## src/rtl/rotator_cmd_queue_pkg.sv

```systemverilog
// Shared definitions for the rotator command queue and the rotator bench.
package rotator_cmd_queue_pkg;

  // Barrel rotator opcodes
  localparam logic [1:0] ROT_HOLD  = 2'b00;
  localparam logic [1:0] ROT_LEFT  = 2'b01;
  localparam logic [1:0] ROT_RIGHT = 2'b10;
  localparam logic [1:0] ROT_LOAD  = 2'b11;

  // Command entry width: op(2) + amt(3) + data(8) + rep(2)
  localparam int unsigned CMD_W = 15;

  typedef struct packed {
    logic [1:0] op;
    logic [2:0] amt;
    logic [7:0] data;
    logic [1:0] rep;
  } cmd_t;

  typedef enum logic {
    S_IDLE  = 1'b0,
    S_ISSUE = 1'b1
  } state_t;

endpackage

```

## src/rtl/rotator_cmd_queue_cmd_fifo.sv

```systemverilog
// Command FIFO: power-of-two depth, wrapping pointers, registered level.
module cmd_fifo
  import rotator_cmd_queue_pkg::*;
#(
  parameter int unsigned DEPTH = 4
) (
  input  logic                     clk,
  input  logic                     rst_n,
  input  logic                     push,
  input  logic [CMD_W-1:0]         wdata,
  input  logic                     pop,
  output logic [CMD_W-1:0]         rdata,
  output logic                     full,
  output logic                     empty,
  output logic [$clog2(DEPTH):0]   level
);

  localparam int unsigned AW = $clog2(DEPTH);

  logic [CMD_W-1:0] mem [DEPTH];
  logic [AW-1:0]    wr_ptr;
  logic [AW-1:0]    rd_ptr;

  assign rdata = mem[rd_ptr];
  assign full  = (level == (AW+1)'(DEPTH));
  assign empty = (level == '0);

  // Storage write; contents need no reset
  always_ff @(posedge clk) begin
    if (push) begin
      mem[wr_ptr] <= wdata;
    end
  end

  // Pointers wrap naturally modulo DEPTH; level tracks push/pop balance
  always_ff @(posedge clk or negedge rst_n) begin
    if (!rst_n) begin
      wr_ptr <= '0;
      rd_ptr <= '0;
      level  <= '0;
    end else begin
      if (push) begin
        wr_ptr <= wr_ptr + 1'b1;
      end
      if (pop) begin
        rd_ptr <= rd_ptr + 1'b1;
      end
      if (push && !pop) begin
        level <= level + 1'b1;
      end else if (pop && !push) begin
        level <= level - 1'b1;
      end
    end
  end

endmodule

```

## src/rtl/rotator_cmd_queue.sv

```systemverilog
// Queues rotator commands and issues each one for rep+1 cycles onto the
// barrel rotator control inputs.
module rotator_cmd_queue
  import rotator_cmd_queue_pkg::*;
#(
  parameter int unsigned DEPTH = 4
) (
  input  logic                   clk,
  input  logic                   rst_n,
  input  logic                   in_valid,
  output logic                   in_ready,
  input  logic [1:0]             in_op,
  input  logic [2:0]             in_amt,
  input  logic [7:0]             in_data,
  input  logic [1:0]             in_rep,
  output logic [1:0]             rot_c,
  output logic [2:0]             rot_s,
  output logic [7:0]             rot_i,
  output logic                   busy,
  output logic [$clog2(DEPTH):0] level
);

  state_t     state_q, state_d;
  logic [1:0] rep_q, rep_d;
  logic [1:0] rot_c_d;
  logic [2:0] rot_s_d;
  logic [7:0] rot_i_d;

  logic       push, pop, full, empty;
  cmd_t       in_cmd, head;
  logic [CMD_W-1:0] head_raw;

  assign in_cmd   = '{op: in_op, amt: in_amt, data: in_data, rep: in_rep};
  assign in_ready = !full;
  assign push     = in_valid && in_ready;
  assign head     = cmd_t'(head_raw);
  assign busy     = (state_q == S_ISSUE);

  cmd_fifo #(
    .DEPTH(DEPTH)
  ) u_fifo (
    .clk   (clk),
    .rst_n (rst_n),
    .push  (push),
    .wdata (in_cmd),
    .pop   (pop),
    .rdata (head_raw),
    .full  (full),
    .empty (empty),
    .level (level)
  );

  // Next-state and issue-register logic; pops only from registered level
  always_comb begin
    state_d = state_q;
    rep_d   = rep_q;
    rot_c_d = rot_c;
    rot_s_d = rot_s;
    rot_i_d = rot_i;
    pop     = 1'b0;
    unique case (state_q)
      S_IDLE: begin
        if (!empty) begin
          pop     = 1'b1;
          rot_c_d = head.op;
          rot_s_d = head.amt;
          rot_i_d = head.data;
          rep_d   = head.rep;
          state_d = S_ISSUE;
        end
      end
      S_ISSUE: begin
        if (rep_q != '0) begin
          rep_d = rep_q - 2'd1;
        end else if (!empty) begin
          pop     = 1'b1;
          rot_c_d = head.op;
          rot_s_d = head.amt;
          rot_i_d = head.data;
          rep_d   = head.rep;
        end else begin
          rot_c_d = ROT_HOLD;
          rot_s_d = '0;
          rot_i_d = '0;
          state_d = S_IDLE;
        end
      end
    endcase
  end

  // State and issue registers
  always_ff @(posedge clk or negedge rst_n) begin
    if (!rst_n) begin
      state_q <= S_IDLE;
      rep_q   <= '0;
      rot_c   <= ROT_HOLD;
      rot_s   <= '0;
      rot_i   <= '0;
    end else begin
      state_q <= state_d;
      rep_q   <= rep_d;
      rot_c   <= rot_c_d;
      rot_s   <= rot_s_d;
      rot_i   <= rot_i_d;
    end
  end

endmodule

```

## config.mk

```make
export PLATFORM = sky130hd
export DESIGN_NAME = rotator_cmd_queue
export DESIGN_NICKNAME = d
export VERILOG_FILES = /design/src/rtl/rotator_cmd_queue_pkg.sv /design/src/rtl/rotator_cmd_queue_cmd_fifo.sv /design/src/rtl/rotator_cmd_queue.sv
export SDC_FILE = /design/constraint.sdc
export NUM_CORES = 1
export LEC_CHECK = 0
export ABC_AREA = 1
export CAP_MARGIN = 20
export CORE_UTILIZATION = 25
export CTS_BUF_LIST = sky130_fd_sc_hd__clkbuf_4 sky130_fd_sc_hd__clkbuf_8 sky130_fd_sc_hd__clkbuf_16
export DETAILED_ROUTE_END_ITERATION = 8
export GPL_TIMING_DRIVEN = 0
export PLACE_DENSITY = 0.5
export REMOVE_ABC_BUFFERS = 1
export SYNTH_ARGS = -nofsm -noshare
export SYNTH_HDL_FRONTEND = slang
export SYNTH_SLANG_ARGS = --single-unit
```

## constraint.sdc

```tcl
create_clock -name clk -period 2.45 [get_ports clk]
set_clock_uncertainty 0.15 [all_clocks]
set_input_delay 0.6125 -clock clk [delete_from_list [all_inputs] [get_ports clk]]
set_output_delay 0.6125 -clock clk [all_outputs]
set_load 0.05 [all_outputs]
```

==> metrics <==
status completed; antenna violations before repair 0; setup ws final 106 ps; Pwr Density 1330 nW/um^2; top cells by area, synth edfxtp_1 49%, dfrtp_1 16%, nand2_1 14%; EDFF count, synth 60; DRC 0; Die Span X 123 microns; placed cell count 571; CP max FO 3; fin cells 587; post-synth top area cell edfxtp_1; vias in the first global route 2,251; sequential-to-total area share from yosys stat 65.1%; MaxCap Viol Count 0; Worst path max stage delay 830 ps; Antenna diodes 0; CP bufs+invs 1; # setup viols final 0; Core Footprint 14,000 sq um; first-pass detailed-route iteration total 6; Mapped Avg Cell Area 10.1 sq um; pre-CTS WS -312 ps; HPWL after DPL 4.66 mm; asr flop ratio synth 27.7%; Fin. Hold Viols 0; Setup Crit Path Kind register to primary output; area of the mapped netlist 3650 sq um; die area 15,100 sq um; Crit-path slowest cell clkdlybuf4s50_1; endpoint class of the critical path primary output; minimum clock period 2340 ps; clk root buf clkbuf_16; post-DR wirelength/cell 12.3 microns; IO buf count 35; Final Core Density 32.2%; CP cell instances clkdlybuf4s50_1; Worst-Margin Slew 1010 ps; setup TNS 0 ps; leak pwr 2.07 nW; H-tree lvl count 3; Gate Count Post-Synth 363; I/O pin total 36; Synth top area share 49.4%; RSZ-0062 raised after global routing no; final net count 426; effective utilization at floorplan 26.0%; global route overflow 0; Critical Path RT 1690 ps; delay-heaviest family, CP buffers and inverters; Hold Crit Class register to register; first-pass GRT wire length 11.6 mm; Worst-path clk slew 60 ps; Avg Vias per Cell 3.93; CTS Sinks 83; CTS Buffer Depth 2; gr usage total 10.9%; Post-DRT Antenna Nets 0; top_reg_cell synth edfxtp_1; Rel. slew slack 32.6%; YS warnings 0; peak supply drop 0.510 mV; Synth Register Bits 83; Final Cycle Share 95.7%; pin count of the biggest net entering global routing 34; Die Y 123 microns; CTS buffer count 9; routability cong. 0.685; Rows 43; DR iter-0 viols 116; Synth cell types 23; Skew-Pair Late Insertion Delay 340 ps; total number of vias 2,306; Total Wirelength 7.22 mm; synth-to-layout area growth 23.8%; Max Freq 427 MHz; share of cells above drive strength 1 8.11%; Tot Pwr 6.00 mW; CTS tree done; CP Launch Type register; WP data arrival 1580 ps; Slew Viols, Final 0
## cell type report
type                       instances  area [sq um]
inverter                          76           288
tap                              180           225
multi-input combinational        192           893
fill                            1400          9520
clock buffer                      10           239
clock inverter                     6          63.8
timing repair buffer              40           430
sequential                        83          2380
## where the power goes
group / switching [mW] / internal (mW) / total (mW) / leakage (nW)
combinational: 1.60 / 0.793 / 2.40 / 1.10
clock: 0.540 / 0.816 / 1.36 / 0.145
sequential: 0.316 / 1.93 / 2.24 / 0.828
## state kept, by name, indices dropped and copies added, names as in the netlist
name,cells
u_fifo.mem,60
u_fifo.level,3
u_fifo.wr_ptr,2
rep_q,2
rot_s,3
busy,1
u_fifo.rd_ptr,2
rot_i,8
rot_c,2
## cell families after synthesis
family | Yosys count | share of synthesized area (%)
compound gates | 3 | 0.720
buf+inv | 88 | 10.7
flops | 83 | 65.1
simple gates | 179 | 20.3
xor+xnor | 4 | 0.960
fa+ha+maj | 6 | 2.26
## final timing paths
path / from / to / slack, ps / depth (start not counted)
hold / removal: rot_i[3]$_DFFE_PN0P_ / rot_i[3]$_DFFE_PN0P_ / 330 / 2
setup / recovery: busy$_DFF_PN0_ / busy / 110 / 1
min in group asynchronous: rst_n / rot_i[3]$_DFFE_PN0P_ / 450 / 1
setup reg to reg: u_fifo.rd_ptr[0]$_DFFE_PN0P_ / rot_i[6]$_DFFE_PN0P_ / 270 / 6
max in group asynchronous: rst_n / u_fifo.rd_ptr[0]$_DFFE_PN0P_ / 1230 / 2
hold reg to reg: rot_i[3]$_DFFE_PN0P_ / rot_i[3]$_DFFE_PN0P_ / 330 / 2
## what timing repair did
item	in CTS	in global routing
endpoints found under the setup margin	18	1
setup buffers	0	0
pin swaps	0	0
hold buffers	0	0
resized for setup	3	1
## routing by layer
metal	global-route usage [%]	up-vias	share of wire, %
met5	0	-	0
met4	7.09	0	2.7
met3	2.28	12	3.2
met2	17.6	32	48
met1	13.0	1072	47
li1	-	1190	-
## placed cells by master (no fill, tap or decap), types with 2 or more instances in the layout
cell,n
edfxtp_1,60
nand3_1,33
dfrtp_1,22
clkinv_2,2
clkbuf_16,9
dlygate4sd2_1,2
xor2_1,2
clkinvlp_4,2
xnor2_1,2
nand2_1,135
clkdlybuf4s50_1,32
nand2_2,2
ha_1,5
buf_8,2
inv_1,74
nor2_2,4
buf_6,2
## cell usage after synthesis (3+ instances only)
library cell  number
nand3_1           33
inv_1             74
ha_1               5
nor2_1             5
nand2_1          135
dfrtp_1           23
edfxtp_1          60
buf_2              3
buf_4              4
buf_6              5
## stage by stage
| stage | area (sq um) | hold slack (ps) |
|---|---|---|
| 4_1_cts | 4520 | 339 |
| 6_report | 4520 | 332 |
| 2_1_floorplan | 3550 | 167 |
| 5_1_grt | 4520 | 361 |
| 3_3_place_gp | 4120 | 320 |
| 3_5_place_dp | 4210 | 323 |
Note: power is estimated with default switching activity, not from simulation.
